<file path="config.mk">
export PLATFORM = sky130hd
export DESIGN_NAME = axi4_rd_arbiter_flat
export DESIGN_NICKNAME = d
export VERILOG_FILES = /design/src/rtl/axi4_rd_arbiter_if.sv /design/src/rtl/axi4_rd_arbiter.sv /design/src/flat_wrapper.sv
export SDC_FILE = /design/constraint.sdc
export NUM_CORES = 1
export LEC_CHECK = 0
export CAP_MARGIN = 25
export CORE_MARGIN = 10
export CORE_UTILIZATION = 25
export DETAILED_ROUTE_END_ITERATION = 12
export HOLD_SLACK_MARGIN = 0.15
export PLACE_DENSITY = 0.67
export SYNTH_ARGS = -nofsm -noshare
export SYNTH_HDL_FRONTEND = slang
export SYNTH_SLANG_ARGS = --single-unit
</file>
<file path="constraint.sdc">
create_clock -name clk -period 1.8 [get_ports clk]
set_clock_uncertainty 0.15 [all_clocks]
set_input_delay 0.36 -clock clk [delete_from_list [all_inputs] [get_ports clk]]
set_output_delay 0.36 -clock clk [all_outputs]
set_load 0.005 [all_outputs]
</file>
<file path="src/rtl/axi4_rd_arbiter_if.sv">
// axi4_rd_arbiter_if: requester command, response stream and AXI4 read-master signals of the two-port read arbiter
interface axi4_rd_arbiter_if #(
  parameter int ADDR_W = 32,
  parameter int DATA_W = 32
);
  logic              req0_valid_i, req1_valid_i;
  logic [ADDR_W-1:0] req0_addr_i, req1_addr_i;
  logic [7:0]        req0_len_i, req1_len_i;
  logic              req0_ready_o, req1_ready_o;
  logic [DATA_W-1:0] rsp_data_o;
  logic [1:0]        rsp_resp_o;
  logic              rsp_last_o, rsp_valid_o, rsp_owner_o, rsp_ready_i;
  logic              busy_o, err_o;
  logic [ADDR_W-1:0] M_AXI_ARADDR_o;
  logic [7:0]        M_AXI_ARLEN_o;
  logic [2:0]        M_AXI_ARSIZE_o;
  logic [1:0]        M_AXI_ARBURST_o;
  logic              M_AXI_ARVALID_o, M_AXI_ARREADY_i;
  logic [DATA_W-1:0] M_AXI_RDATA_i;
  logic [1:0]        M_AXI_RRESP_i;
  logic              M_AXI_RLAST_i, M_AXI_RVALID_i, M_AXI_RREADY_o;
  modport master (
    input  req0_valid_i, req1_valid_i, req0_addr_i, req1_addr_i, req0_len_i, req1_len_i, rsp_ready_i,
           M_AXI_ARREADY_i, M_AXI_RDATA_i, M_AXI_RRESP_i, M_AXI_RLAST_i, M_AXI_RVALID_i,
    output req0_ready_o, req1_ready_o, rsp_data_o, rsp_resp_o, rsp_last_o, rsp_valid_o, rsp_owner_o,
           busy_o, err_o, M_AXI_ARADDR_o, M_AXI_ARLEN_o, M_AXI_ARSIZE_o, M_AXI_ARBURST_o,
           M_AXI_ARVALID_o, M_AXI_RREADY_o
  );
  modport slave (
    output req0_valid_i, req1_valid_i, req0_addr_i, req1_addr_i, req0_len_i, req1_len_i, rsp_ready_i,
           M_AXI_ARREADY_i, M_AXI_RDATA_i, M_AXI_RRESP_i, M_AXI_RLAST_i, M_AXI_RVALID_i,
    input  req0_ready_o, req1_ready_o, rsp_data_o, rsp_resp_o, rsp_last_o, rsp_valid_o, rsp_owner_o,
           busy_o, err_o, M_AXI_ARADDR_o, M_AXI_ARLEN_o, M_AXI_ARSIZE_o, M_AXI_ARBURST_o,
           M_AXI_ARVALID_o, M_AXI_RREADY_o
  );
endinterface

</file>
<file path="src/rtl/axi4_rd_arbiter.sv">
// axi4_rd_arbiter: round-robin share of one AXI4 read channel between two requesters.
// Define AXI_RD_ARB_CHECK_EN to enable the sticky beat-count error check on err_o.
module axi4_rd_arbiter #(
  parameter int ADDR_W = 32,
  parameter int DATA_W = 32
) (
  input logic clk,
  input logic rst_n,
  axi4_rd_arbiter_if.master bus
);
  localparam logic [1:0] IDLE = 2'd0;
  localparam logic [1:0] ADDR = 2'd1;
  localparam logic [1:0] DATA = 2'd2;
  localparam logic [2:0] ASIZE = 3'($clog2(DATA_W/8));
  logic [1:0]        state;
  logic              prio, owner, grant1, in_idle, in_data, ar_hs, r_hs;
  logic [ADDR_W-1:0] araddr;
  logic [7:0]        arlen;
  assign in_idle = state == IDLE;
  assign in_data = state == DATA;
  // requester 1 wins when alone or when both contend and it holds the pointer
  assign grant1 = bus.req1_valid_i & (~bus.req0_valid_i | prio);
  assign ar_hs  = state == ADDR & bus.M_AXI_ARREADY_i;
  assign r_hs   = in_data & bus.M_AXI_RVALID_i & bus.rsp_ready_i;
  always_ff @(posedge clk or negedge rst_n)
    if (!rst_n) begin
      state  <= IDLE;
      prio   <= 1'b0;
      owner  <= 1'b0;
      araddr <= '0;
      arlen  <= '0;
    end else if (in_idle) begin
      if (bus.req0_valid_i | bus.req1_valid_i) begin
        araddr <= grant1 ? bus.req1_addr_i : bus.req0_addr_i;
        arlen  <= grant1 ? bus.req1_len_i : bus.req0_len_i;
        owner  <= grant1;
        prio   <= ~grant1;
        state  <= ADDR;
      end
    end else if (ar_hs)
      state <= DATA;
    else if (r_hs & bus.M_AXI_RLAST_i)
      state <= IDLE;
  assign bus.req0_ready_o    = in_idle & bus.req0_valid_i & ~grant1;
  assign bus.req1_ready_o    = in_idle & grant1;
  assign bus.M_AXI_ARADDR_o  = araddr;
  assign bus.M_AXI_ARLEN_o   = arlen;
  assign bus.M_AXI_ARSIZE_o  = ASIZE;
  assign bus.M_AXI_ARBURST_o = 2'b01;
  assign bus.M_AXI_ARVALID_o = state == ADDR;
  assign bus.M_AXI_RREADY_o  = in_data & bus.rsp_ready_i;
  assign bus.rsp_valid_o     = in_data & bus.M_AXI_RVALID_i;
  assign bus.rsp_data_o      = in_data ? bus.M_AXI_RDATA_i : '0;
  assign bus.rsp_resp_o      = in_data ? bus.M_AXI_RRESP_i : 2'b00;
  assign bus.rsp_last_o      = in_data & bus.M_AXI_RLAST_i;
  assign bus.rsp_owner_o     = owner;
  assign bus.busy_o          = ~in_idle;
`ifdef AXI_RD_ARB_CHECK_EN
  logic [7:0] cnt;
  logic       err;
  // cnt is the index of the beat being handshaken; only index arlen may carry RLAST
  always_ff @(posedge clk or negedge rst_n)
    if (!rst_n) begin
      cnt <= '0;
      err <= 1'b0;
    end else begin
      if (ar_hs) cnt <= '0;
      else if (r_hs) cnt <= cnt + 8'd1;
      if (r_hs & (bus.M_AXI_RLAST_i ? cnt != arlen : cnt == arlen)) err <= 1'b1;
    end
  assign bus.err_o = err;
`else
  assign bus.err_o = 1'b0;
`endif
endmodule

</file>
<file path="src/flat_wrapper.sv">
// flat-port wrapper written by rule: the top's interface ports become plain ports
module axi4_rd_arbiter_flat 
#(
  parameter int ADDR_W = 32,
  parameter int DATA_W = 32
)
  (clk, rst_n, bus_req0_valid_i, bus_req1_valid_i, bus_req0_addr_i, bus_req1_addr_i, bus_req0_len_i, bus_req1_len_i, bus_rsp_ready_i, bus_M_AXI_ARREADY_i, bus_M_AXI_RDATA_i, bus_M_AXI_RRESP_i, bus_M_AXI_RLAST_i, bus_M_AXI_RVALID_i, bus_req0_ready_o, bus_req1_ready_o, bus_rsp_data_o, bus_rsp_resp_o, bus_rsp_last_o, bus_rsp_valid_o, bus_rsp_owner_o, bus_busy_o, bus_err_o, bus_M_AXI_ARADDR_o, bus_M_AXI_ARLEN_o, bus_M_AXI_ARSIZE_o, bus_M_AXI_ARBURST_o, bus_M_AXI_ARVALID_o, bus_M_AXI_RREADY_o);
  axi4_rd_arbiter_if #(.ADDR_W(ADDR_W), .DATA_W(DATA_W)) bus_i ();
  input logic clk;
  input logic rst_n;
  input wire logic [$bits(bus_i.req0_valid_i)-1:0] bus_req0_valid_i;
  input wire logic [$bits(bus_i.req1_valid_i)-1:0] bus_req1_valid_i;
  input wire logic [$bits(bus_i.req0_addr_i)-1:0] bus_req0_addr_i;
  input wire logic [$bits(bus_i.req1_addr_i)-1:0] bus_req1_addr_i;
  input wire logic [$bits(bus_i.req0_len_i)-1:0] bus_req0_len_i;
  input wire logic [$bits(bus_i.req1_len_i)-1:0] bus_req1_len_i;
  input wire logic [$bits(bus_i.rsp_ready_i)-1:0] bus_rsp_ready_i;
  input wire logic [$bits(bus_i.M_AXI_ARREADY_i)-1:0] bus_M_AXI_ARREADY_i;
  input wire logic [$bits(bus_i.M_AXI_RDATA_i)-1:0] bus_M_AXI_RDATA_i;
  input wire logic [$bits(bus_i.M_AXI_RRESP_i)-1:0] bus_M_AXI_RRESP_i;
  input wire logic [$bits(bus_i.M_AXI_RLAST_i)-1:0] bus_M_AXI_RLAST_i;
  input wire logic [$bits(bus_i.M_AXI_RVALID_i)-1:0] bus_M_AXI_RVALID_i;
  output wire logic [$bits(bus_i.req0_ready_o)-1:0] bus_req0_ready_o;
  output wire logic [$bits(bus_i.req1_ready_o)-1:0] bus_req1_ready_o;
  output wire logic [$bits(bus_i.rsp_data_o)-1:0] bus_rsp_data_o;
  output wire logic [$bits(bus_i.rsp_resp_o)-1:0] bus_rsp_resp_o;
  output wire logic [$bits(bus_i.rsp_last_o)-1:0] bus_rsp_last_o;
  output wire logic [$bits(bus_i.rsp_valid_o)-1:0] bus_rsp_valid_o;
  output wire logic [$bits(bus_i.rsp_owner_o)-1:0] bus_rsp_owner_o;
  output wire logic [$bits(bus_i.busy_o)-1:0] bus_busy_o;
  output wire logic [$bits(bus_i.err_o)-1:0] bus_err_o;
  output wire logic [$bits(bus_i.M_AXI_ARADDR_o)-1:0] bus_M_AXI_ARADDR_o;
  output wire logic [$bits(bus_i.M_AXI_ARLEN_o)-1:0] bus_M_AXI_ARLEN_o;
  output wire logic [$bits(bus_i.M_AXI_ARSIZE_o)-1:0] bus_M_AXI_ARSIZE_o;
  output wire logic [$bits(bus_i.M_AXI_ARBURST_o)-1:0] bus_M_AXI_ARBURST_o;
  output wire logic [$bits(bus_i.M_AXI_ARVALID_o)-1:0] bus_M_AXI_ARVALID_o;
  output wire logic [$bits(bus_i.M_AXI_RREADY_o)-1:0] bus_M_AXI_RREADY_o;
  assign bus_i.req0_valid_i = bus_req0_valid_i;
  assign bus_i.req1_valid_i = bus_req1_valid_i;
  assign bus_i.req0_addr_i = bus_req0_addr_i;
  assign bus_i.req1_addr_i = bus_req1_addr_i;
  assign bus_i.req0_len_i = bus_req0_len_i;
  assign bus_i.req1_len_i = bus_req1_len_i;
  assign bus_i.rsp_ready_i = bus_rsp_ready_i;
  assign bus_i.M_AXI_ARREADY_i = bus_M_AXI_ARREADY_i;
  assign bus_i.M_AXI_RDATA_i = bus_M_AXI_RDATA_i;
  assign bus_i.M_AXI_RRESP_i = bus_M_AXI_RRESP_i;
  assign bus_i.M_AXI_RLAST_i = bus_M_AXI_RLAST_i;
  assign bus_i.M_AXI_RVALID_i = bus_M_AXI_RVALID_i;
  assign bus_req0_ready_o = bus_i.req0_ready_o;
  assign bus_req1_ready_o = bus_i.req1_ready_o;
  assign bus_rsp_data_o = bus_i.rsp_data_o;
  assign bus_rsp_resp_o = bus_i.rsp_resp_o;
  assign bus_rsp_last_o = bus_i.rsp_last_o;
  assign bus_rsp_valid_o = bus_i.rsp_valid_o;
  assign bus_rsp_owner_o = bus_i.rsp_owner_o;
  assign bus_busy_o = bus_i.busy_o;
  assign bus_err_o = bus_i.err_o;
  assign bus_M_AXI_ARADDR_o = bus_i.M_AXI_ARADDR_o;
  assign bus_M_AXI_ARLEN_o = bus_i.M_AXI_ARLEN_o;
  assign bus_M_AXI_ARSIZE_o = bus_i.M_AXI_ARSIZE_o;
  assign bus_M_AXI_ARBURST_o = bus_i.M_AXI_ARBURST_o;
  assign bus_M_AXI_ARVALID_o = bus_i.M_AXI_ARVALID_o;
  assign bus_M_AXI_RREADY_o = bus_i.M_AXI_RREADY_o;
  axi4_rd_arbiter #(.ADDR_W(ADDR_W), .DATA_W(DATA_W)) u_core (.clk(clk), .rst_n(rst_n), .bus(bus_i));
endmodule
</file>
==> out/metrics.cfg, run 1 <==
[sta]
fin_ws_ns=-0.193
min_period_over_period_pct=111
hold_viol=0
finalMaxSlewViolations=0
timing.fmax_ghz=0.502
grt_setup_unrepaired=true
min_period_ns=1.99
setup_viol=67

[outcome]
outcome=finished with violations
violations=negative setup slack

[floorplanning]
rows=35
initial_core_util_pct=25.8
die_w_um=118
coreArea_um2=9240
die-area_um2=13800
io-pin-count=210
dieHeight_um=118

[synthesis]
yosysSeqAreaShare_pct=46.2
ys_warn_count=0
synthCells=214
ys_ff_latch=44
ys_types=22
mappedNetlistArea_um2=2380
syn_area_per_cell_um2=11.1

[grt]
grt_pass1_wl_um=17000
grt_pass1_vias=2829
antenna_found_initial=0
grt_usage_pct=14.9
gr-total-overflow=0
grt_max_degree=40

[power]
max-vdd-ir-drop_v=0.000495
p_clk_share_pct=10.5
p_sw_share_pct=31.5
p_leak_uw=0.00217
internal-power_uw=4940
pwr-share-comb_pct=65.3
p_total_uw=7220
p_sw_uw=2270
power_per_cell_area_nw_per_um2=1420
seq_power_share_pct=24.2

[route]
vias=2673
drc=0
ant_nets=0
wl_um=11500
drtIter0Drc=107
routedWlPerCell_um=20.3
first_pass_iters=4
via_per_inst=4.72

[placed_design]
post-place-ws_ns=-0.454
globalplace.congestion=0.739
place_area_um2=4580
dp_hpwl_um=8200
port_buffers=203

[cts]
clock_tree.root_cell=clkbuf_8
worstSkewPairLatency_ns=0.29
cts_buffer_depth=2
clkSlewWorstSetupHoldPaths_ns=0.09
htree_levels=2
cts_tree=yes
clock_sinks=44
cts_buffers=5

[critical_path]
crit_fanout=4
path_cells=buf_6 > or2_4 > buf_6 > nor3_4 > buf_2
cp_slowest_stage_delay_ns=0.41
slowest_stage=dfrtp_1
cp_common_cell=buf_6
cp-start-kind=flip-flop
crit_type=reg -> out
end_kind=output port
crit_arrival_ns=1.48
required_ns=1.29

[finish]
drive_above_1_share_pct=24.0
fin_nets=558
final_common_cell=clkdlybuf4s50_1
area_growth_pct=114
finalInstanceArea_um2=5090
num_antenna_cells=0
mostFrequentLayoutCells=clkdlybuf4s50_1 (161), dfrtp_1 (44), o21a_1 (38), a221o_1 (38), and2_1 (24)

[worst_hold_path]
hold_class=in -> async

[job]
drv_cap=0

## stage by stage
| stage | hold WS (ns) | util, % | TNS (ns) | instances |
|---|---|---|---|---|
| floorplan | -0.0856 | - | 0 | 218 |
| global placement | 0.153 | 49.5 | -16.46 | 540 |
| detailed placement | 0.156 | 49.5 | -18.29 | 540 |
| CTS | 0.359 | 52.3 | -6.98 | 559 |
| global route | 0.364 | 55.1 | -13.54 | 566 |
| finish | 0.358 | 55.1 | -7.91 | 566 |
## path summary, 6_finish.rpt
path,to,startpoint,slack [ns],cells after the start
max,bus_req1_ready_o,u_core.state[0],-0.19,5
min,u_core.bus.M_AXI_ARLEN_o[4],rst_n,0.36,2
max reg2reg,u_core.bus.M_AXI_ARADDR_o[26],u_core.state[0],-0.16,7
min reg2reg,u_core.bus.rsp_owner_o,u_core.bus.rsp_owner_o,0.36,2
max in group asynchronous,u_core.bus.M_AXI_ARADDR_o[19],rst_n,0.64,3
min in group clk,u_core.bus.rsp_owner_o,u_core.bus.rsp_owner_o,0.36,2
## sequential cells by signal, indices dropped and copies added, names as in the netlist
| register | flops |
|---|---|
| u_core.bus.rsp_owner_o | 1 |
| u_core.bus.M_AXI_ARLEN_o | 8 |
| u_core.bus.M_AXI_ARADDR_o | 32 |
| u_core.state | 2 |
| u_core.prio | 1 |
## critical path: cells and delay by family, from the launching register on
family                 cells  cell delay [ns]
DFF                        1             0.41
buffers and inverters      3             0.40
and+or+nand+nor            2             0.39
## timing repair
item,in CTS,in global routing
hold endpoints to repair,14,0
setup buffers,6,1
resized for setup,149,54
gates cloned,4,7
hold buffers,1,0
setup endpoints to repair,79,80
pin swaps,24,16
## kinds of logic after synthesis
logic type	after synthesis	share of synthesized area, %
compound gates	88	31.4
buf+inv	30	8.72
flops	44	46.2
simple gates	50	13.3
other cells	2	0.315
## cells in the mapped netlist
cell       count  share of area, %
a211oi_2       1              0.53
buf_2          4              0.84
and2_1        37               9.7
nor3_4         1              0.68
a221o_1       38                16
a21oi_1        1              0.21
nor2b_1        3              0.79
a2bb2oi_1      2              0.74
nor2_1         3              0.47
a311oi_1       2              0.74
or2_4          1              0.37
nor2_2         1              0.26
dfrtp_1       44                46
nand2b_1       3              0.79
o21ai_0        6               1.3
nand3_1        1              0.21
inv_1          3              0.47
conb_1         2              0.32
buf_4          6               1.9
o21a_1        38                12
clkbuf_1       8               1.3
buf_6          9               4.3
## power by group through the flow
stage | Clock [uW] | Combinational [uW] | Sequential [uW]
2_1_floorplan | 0 | 1610 | 1770
3_3_place_gp | 0 | 3700 | 1740
3_5_place_dp | 0 | 3740 | 1770
4_1_cts | 790 | 4160 | 1740
5_1_grt | 830 | 5060 | 1810
6_report | 761 | 4710 | 1750
## final cells by class
type                       count  area, um2
multi-input combinational    144       1160
fill                         800       4150
timing repair buffer         238       2550
clock buffer                   5       68.8
inverter                       3       11.3
clock inverter                 3       42.5
tap                          129        161
sequential                    44       1100
## metal layers
layer,track usage [%],part of all wire [%],vias up
met2,25.2,48,157
met4,1.85,0.43,0
met1,17.4,42,1280
li1,-,-,1231
met3,6.62,9.4,5
met5,0,0,-
Power figures use the tool's default switching activity.
==> run 2: changes to the inputs <==
--- a/config.mk
+++ b/config.mk
@@ -5,12 +5,13 @@
 export SDC_FILE = /design/constraint.sdc
 export NUM_CORES = 1
 export LEC_CHECK = 0
+export ABC_AREA = 1
 export CAP_MARGIN = 25
 export CORE_MARGIN = 10
 export CORE_UTILIZATION = 25
 export DETAILED_ROUTE_END_ITERATION = 12
 export HOLD_SLACK_MARGIN = 0.15
-export PLACE_DENSITY = 0.67
+export PLACE_DENSITY = 0.66
 export SYNTH_ARGS = -nofsm -noshare
 export SYNTH_HDL_FRONTEND = slang
 export SYNTH_SLANG_ARGS = --single-unit
==> run 2 against run 1 <==
Compared with the run above: the run still ends with negative setup slack left; hold slack lost 0.014 ns; register-to-register slack better by 0.22 ns; flip-flop and latch count did not move; core utilization is 1.9 points lower; critical path type unchanged.
==> out/metrics.cfg, run 2 <==
[outcome]
outcome=finished with violations
violations=negative setup slack

[finish]
fillers=934  ; +17%
mostFrequentLayoutCells=clkdlybuf4s50_1 (159), nand2_1 (81), nand3_1 (75)
final_common_cell=clkdlybuf4s50_1
fin_nets=683  ; +22%
multi_input_area_um2=1150  ; -0.97%
area_growth_pct=107
largest_register_ffs=32  ; unchanged
regArea_um2=1100  ; unchanged
num_antenna_cells=0  ; unchanged
post-route-util_pct=53.2  ; -1.9 points
drive_above_1_share_pct=22.8  ; -1.2 points

[synthesis]
ys_warn_count=0  ; unchanged
syn_area_per_cell_um2=7.00  ; -37%
synth_commonest_cells=nand2_1 (92), nand3_1 (80), inv_1 (49)
synth_most_common_cell=nand2_1
synth_top_family_by_area=simple AND/OR/NAND/NOR gates
ys_ff_latch=44  ; unchanged
synth_compound_area_share_pct=1.20  ; -30 points
ys_types=18  ; -18%
synth_edf_count=0  ; unchanged
synthMuxAreaShare_pct=0  ; unchanged
yosys.area_share.simple_pct=38.3  ; +25 points
synth_area_leader_cell=dfrtp_1
synth-xor-area-share_pct=0  ; unchanged
synthAdderAreaFrac_pct=0  ; unchanged
synth.top_cells.by_area=dfrtp_1 (46%), nand3_1 (17%), nand2_1 (14%)
yosysSeqAreaShare_pct=46.1  ; -0.15 points
ys.flop_type=dfrtp_1
yosys.area.top_type_share_pct=46.1  ; -0.15 points
synthCells=341  ; +59%
mappedNetlistArea_um2=2390  ; +0.32%
synthArstFlopShare_pct=100  ; unchanged

[sta]
slew-limit-headroom_pct=66.3
timing.fmax_ghz=0.518  ; +3.3%
grt_setup_unrepaired=true
finalMaxSlewViolations=0  ; unchanged
min_period_ns=1.93  ; -0.0628 ns
min_period_over_period_pct=107  ; -3.5 points
holdWs_ns=0.344  ; -0.0138 ns
fin_ws_ns=-0.130  ; +0.0628 ns
setup_viol=32  ; -52%
worstMarginPinSlew_ns=0.506
hold_viol=0  ; unchanged

[cts]
htree_levels=2  ; unchanged
cts_buffers=5  ; unchanged
clkSlewWorstSetupHoldPaths_ns=0.08  ; about the same
worstSkewPairLatency_ns=0.29  ; about the same
clock_sinks=44  ; unchanged
clock_tree.root_cell=clkbuf_8
cts_tree=yes
cts_buffer_depth=2  ; unchanged

[floorplanning]
die-area_um2=13900  ; +0.26%
initial_core_util_pct=25.7  ; -0.041 points
rows=35  ; unchanged
die_w_um=118  ; +0.13%
io-pin-count=210  ; unchanged
coreArea_um2=9280  ; +0.47%
dieHeight_um=118  ; +0.13%

[grt]
grt_pass1_vias=3163  ; +12%
grt_usage_pct=15.4  ; +0.51 points
grt_max_degree=39  ; -2.5%
grt_pass1_wl_um=17600  ; +3.5%
gr-total-overflow=0  ; unchanged
antenna_found_initial=0  ; unchanged

[critical_path]
r2r_end=u_core.bus.M_AXI_ARADDR_o[26]
end_kind=output port
timing.rr.start=u_core.state[0]
r2r_cells=10  ; +3
crit_fanout=6  ; +2
cp-start-kind=flip-flop
crit_type=reg -> out
reg2reg_slack_ns=0.06  ; +0.22 ns
crit_arrival_ns=1.42  ; -0.06 ns
required_ns=1.29  ; about the same

[power]
internal-power_uw=4000  ; -19%
pwr-share-comb_pct=61.8  ; -3.5 points
power_per_cell_area_nw_per_um2=1290  ; -9.1%
max-vdd-ir-drop_v=0.000854  ; +73%
seq_power_share_pct=27.8  ; +3.6 points
p_sw_uw=2370  ; +4.0%
p_clk_share_pct=10.4  ; about the same
p_total_uw=6370  ; -12%
p_leak_uw=0.00246  ; +13%
p_sw_share_pct=37.1  ; +5.6 points

[route]
vias=3066  ; +15%
drtIter0Drc=104  ; -2.8%
first_pass_iters=4  ; unchanged
drc=0  ; unchanged
routedWlPerCell_um=16.8  ; -17%
wl_um=11600  ; +0.84%
ant_nets=0  ; unchanged
via_per_inst=4.44  ; -5.9%

[worst_hold_path]
min_path_cells=2
min-delay-start=u_core.bus.M_AXI_ARADDR_o[21]
hold_class=reg -> reg
holdPathEnd=u_core.bus.M_AXI_ARADDR_o[21]

[job]
drv_cap=0  ; unchanged

[placed_design]
dp_hpwl_um=9110  ; +11%
port_buffers=203  ; unchanged
globalplace.congestion=0.749  ; +1.3%

-- run 2: cell types whose count changed in the layout (fill, tap and decap cells not counted), sizes merged, moves of 4 or more --
cell	change
nand2	+92
nand3	+79
inv	+48
a221o	-38
o21a	-38
and2	-37
nor2	+37
buf	+14
clkdlybuf4s15	-11
clkbuf	-4
-- run 2: per-layer routing --
metal	global-route usage, %	wire (um)
met1	17.3	4720
met2	27.7	5820
met3	5.76	1020
met4	1.85	35
met5	0	0
-- run 2: stage by stage --
| stage | std cells | worst slack, ns | TNS, ns | cell area (um2) |
|---|---|---|---|---|
| finish | 690 | -0.130 | -2.22 | 4940 |
| global route | 690 | -0.210 | -5.55 | 4940 |
| CTS | 684 | -0.143 | -2.19 | 4740 |
| detailed placement | 669 | -0.403 | -14.03 | 4630 |
| global placement | 669 | -0.402 | -13.10 | 4630 |
| floorplan | 345 | 0.224 | 0 | 2400 |
-- run 2: layout make-up --
type	instances	share of cell area, %
clock buffer	7	1.95
sequential	44	22.3
multi-input combinational	225	23.2
inverter	51	3.98
tap	129	3.27
timing repair buffer	234	45.3
-- run 2: cells by family after synthesis --
family / count (synthesis)
flip-flops: 44
AND/OR/NAND/NOR: 214
other: 2
buffers and inverters: 76
AO/OA/AOI/OAI: 5
-- run 2: worst max path at each step --
| stage | startpoint | to | slack (ns) | cells after the start |
|---|---|---|---|---|
| after floorplan | u_core.state[0] | bus_req0_ready_o | 0.22 | 5 |
| after global placement | bus_req0_valid_i | bus_req1_ready_o | -0.40 | 5 |
| after detailed placement | bus_req0_valid_i | bus_req0_ready_o | -0.40 | 6 |
| after CTS | u_core.state[1] | bus_req0_ready_o | -0.14 | 6 |
| after global routing | u_core.state[0] | bus_rsp_data_o[23] | -0.21 | 6 |
| final | u_core.state[0] | bus_rsp_data_o[27] | -0.13 | 6 |
-- run 2: power groups by stage --
stage | sequential (uW) | clock [uW] | combinational, uW
floorplan | 1770 | 0 | 1250
global placement | 1730 | 0 | 3490
detailed placement | 1740 | 0 | 3520
CTS | 1740 | 692 | 3670
global route | 1840 | 726 | 4320
finish | 1770 | 662 | 3940
-- run 2: worst max-delay path: stages (launching register included) --
cell     delay, ns
dfrtp_1       0.43
nor2_4        0.18
inv_6         0.07
buf_6         0.13
buf_16        0.13
nor2_2        0.08
buf_2         0.12
-- run 2: repair_timing --
item | in CTS | in global routing
gates resized for setup | 190 | 47
hold buffers | 1 | 0
setup endpoints to repair | 41 | 83
hold endpoints to repair | 19 | 0
pin swaps | 3 | 13
setup buffers | 5 | 3
gates cloned | 2 | 3
==> run 3: changes to the inputs <==
==> constraint.sdc (replaced) <==
create_clock -name clk -period 2.1 [get_ports clk]
set_clock_uncertainty 0.15 [all_clocks]
set_input_delay 0.42 -clock clk [delete_from_list [all_inputs] [get_ports clk]]
set_output_delay 0.42 -clock clk [all_outputs]
set_load 0.005 [all_outputs]
==> run 3 against run 2 <==
Compared with the run above: the flow now finishes without violations; clock power down 2%; via count down 2.5%; global-route usage increased by 0.15 points; critical path type unchanged.
==> out/metrics.cfg, run 3 (synthesized netlist as in run 2, its figures left out) <==
[outcome]
outcome=finished clean

[critical_path]
required_ns=1.53  ; +0.24 ns
r2r_cells=8  ; -2
crit_type=reg -> out
cp-start-kind=flip-flop
crit_arrival_ns=1.41  ; about the same
crit_fanout=13  ; +7
end_kind=output port

[cts]
cts_buffers=5  ; unchanged
clock_sinks=44  ; unchanged
cts_tree=yes
clock_tree.root_cell=clkbuf_8
clkSlewWorstSetupHoldPaths_ns=0.09  ; about the same
worstSkewPairLatency_ns=0.29  ; about the same
htree_levels=2  ; unchanged
cts_buffer_depth=2  ; unchanged

[sta]
min_period_ns=1.98
fin_ws_ns=0.120  ; +0.249 ns
timing.fmax_ghz=0.505
final.setup.tns_ns=0  ; +2.22 ns
grt_setup_unrepaired=false
setup_viol=0  ; -100%
hold_viol=0  ; unchanged
finalMaxSlewViolations=0  ; unchanged
min_period_over_period_pct=94.3

[floorplanning]
coreArea_um2=9280  ; unchanged
rows=35  ; unchanged
die-area_um2=13900  ; unchanged
die_w_um=118  ; unchanged
initial_core_util_pct=25.7  ; unchanged
dieHeight_um=118  ; unchanged
io-pin-count=210  ; unchanged

[placed_design]
port_buffers=203  ; unchanged
dp_hpwl_um=9170  ; +0.66%
post-place-ws_ns=-0.235  ; +0.168 ns
placedCellCount=666  ; -0.45%
globalplace.congestion=0.730  ; -2.5%

[grt]
grt_pass1_wl_um=17600  ; +0.15%
grt_max_degree=39  ; unchanged
grt_usage_pct=15.6  ; +0.15 points
gr-total-overflow=0  ; unchanged
grt_pass1_vias=3103  ; -1.9%
antenna_found_initial=0  ; unchanged

[finish]
drive_above_1_share_pct=6.39  ; -16 points
largest_register_ffs=32  ; unchanged
final_cells=677  ; -1.9%
area_growth_pct=96.6
fin_nets=669  ; -2.0%
num_antenna_cells=0  ; unchanged
mostFrequentLayoutCells=clkdlybuf4s50_1 (159), nand2_1 (92), nand3_1 (80)
final_common_cell=clkdlybuf4s50_1

[worst_hold_path]
min_path_cells=2  ; unchanged
hold_class=reg -> reg

[power]
max-vdd-ir-drop_v=0.000532  ; -38%
power_per_cell_area_nw_per_um2=1050  ; -18%
p_leak_uw=0.00237  ; -3.4%

[route]
wl_um=11000  ; -5.1%
routedWlPerCell_um=16.3  ; -3.2%
drc=0  ; unchanged
vias=2989  ; -2.5%
ant_nets=0  ; unchanged
drtIter0Drc=101  ; -2.9%
via_per_inst=4.42  ; -0.64%
first_pass_iters=5  ; +1

[job]
drv_cap=0  ; unchanged

-- run 3: routing by layer --
metal	wire length (um)	vias up	share of wire [%]	global-route usage, %
li1	-	1447	-	-
met1	4560	1374	41	18.1
met2	5290	159	48	26.5
met3	1030	9	9.3	5.90
met4	126	0	1.1	3.09
met5	0	-	0	0
-- run 3: repair_timing --
action,4_1_cts,5_1_grt
endpoints found under the hold margin,17,0
gates resized for setup,46,8
endpoints found under the setup margin,41,7
hold buffers,1,0
setup buffers,1,1
pin swaps,2,2
cloned,0,0
-- run 3: worst paths after layout --
check                                            start                       endpoint  slack, ns
max reg2reg                            u_core.state[0]  u_core.bus.M_AXI_ARADDR_o[23]       0.35
max                                    u_core.state[1]             bus_rsp_data_o[13]       0.12
min reg2reg                u_core.bus.M_AXI_ARLEN_o[7]    u_core.bus.M_AXI_ARLEN_o[7]       0.34
max in group asynchronous                        rst_n  u_core.bus.M_AXI_ARADDR_o[25]       0.84
min in group asynchronous                        rst_n   u_core.bus.M_AXI_ARADDR_o[4]       0.45
min                        u_core.bus.M_AXI_ARLEN_o[7]    u_core.bus.M_AXI_ARLEN_o[7]       0.34
-- run 3: area by class of cell --
type | count | area, um2
clock buffers | 5 | 68.8
fillers | 932 | 4590
inverters | 51 | 191
multi-input cells | 225 | 996
clock inverters | 3 | 42.5
well taps | 129 | 161
flip-flops and latches | 44 | 1100
repair buffers | 220 | 2130
-- run 3: through the flow --
step                instance area (um2)  hold slack, ns  total power (uW)  utilization [%]
floorplan                          2400         -0.0256              2590                -
global placement                   4590           0.246              4410             49.5
detailed placement                 4590           0.246              4460             49.5
CTS                                4680           0.344              5030             50.4
global route                       4700           0.374              5390             50.6
finish                             4700           0.343              4940             50.6
-- run 3: critical path, stage by stage (launching register included) --
cell and delay [ns]:
dfrtp_1 0.36, inv_1 0.05, nor2_2 0.12, inv_2 0.07, buf_4 0.17, nor2_1 0.10, dlygate4sd2_1 0.25
-- run 3: power by group --
group	leakage (uW)	switching, uW	internal [uW]
clock	0.0000541	298	352
combinational	0.00177	1280	1520
sequential	0.000544	233	1260
total	0.00237	1820	3130
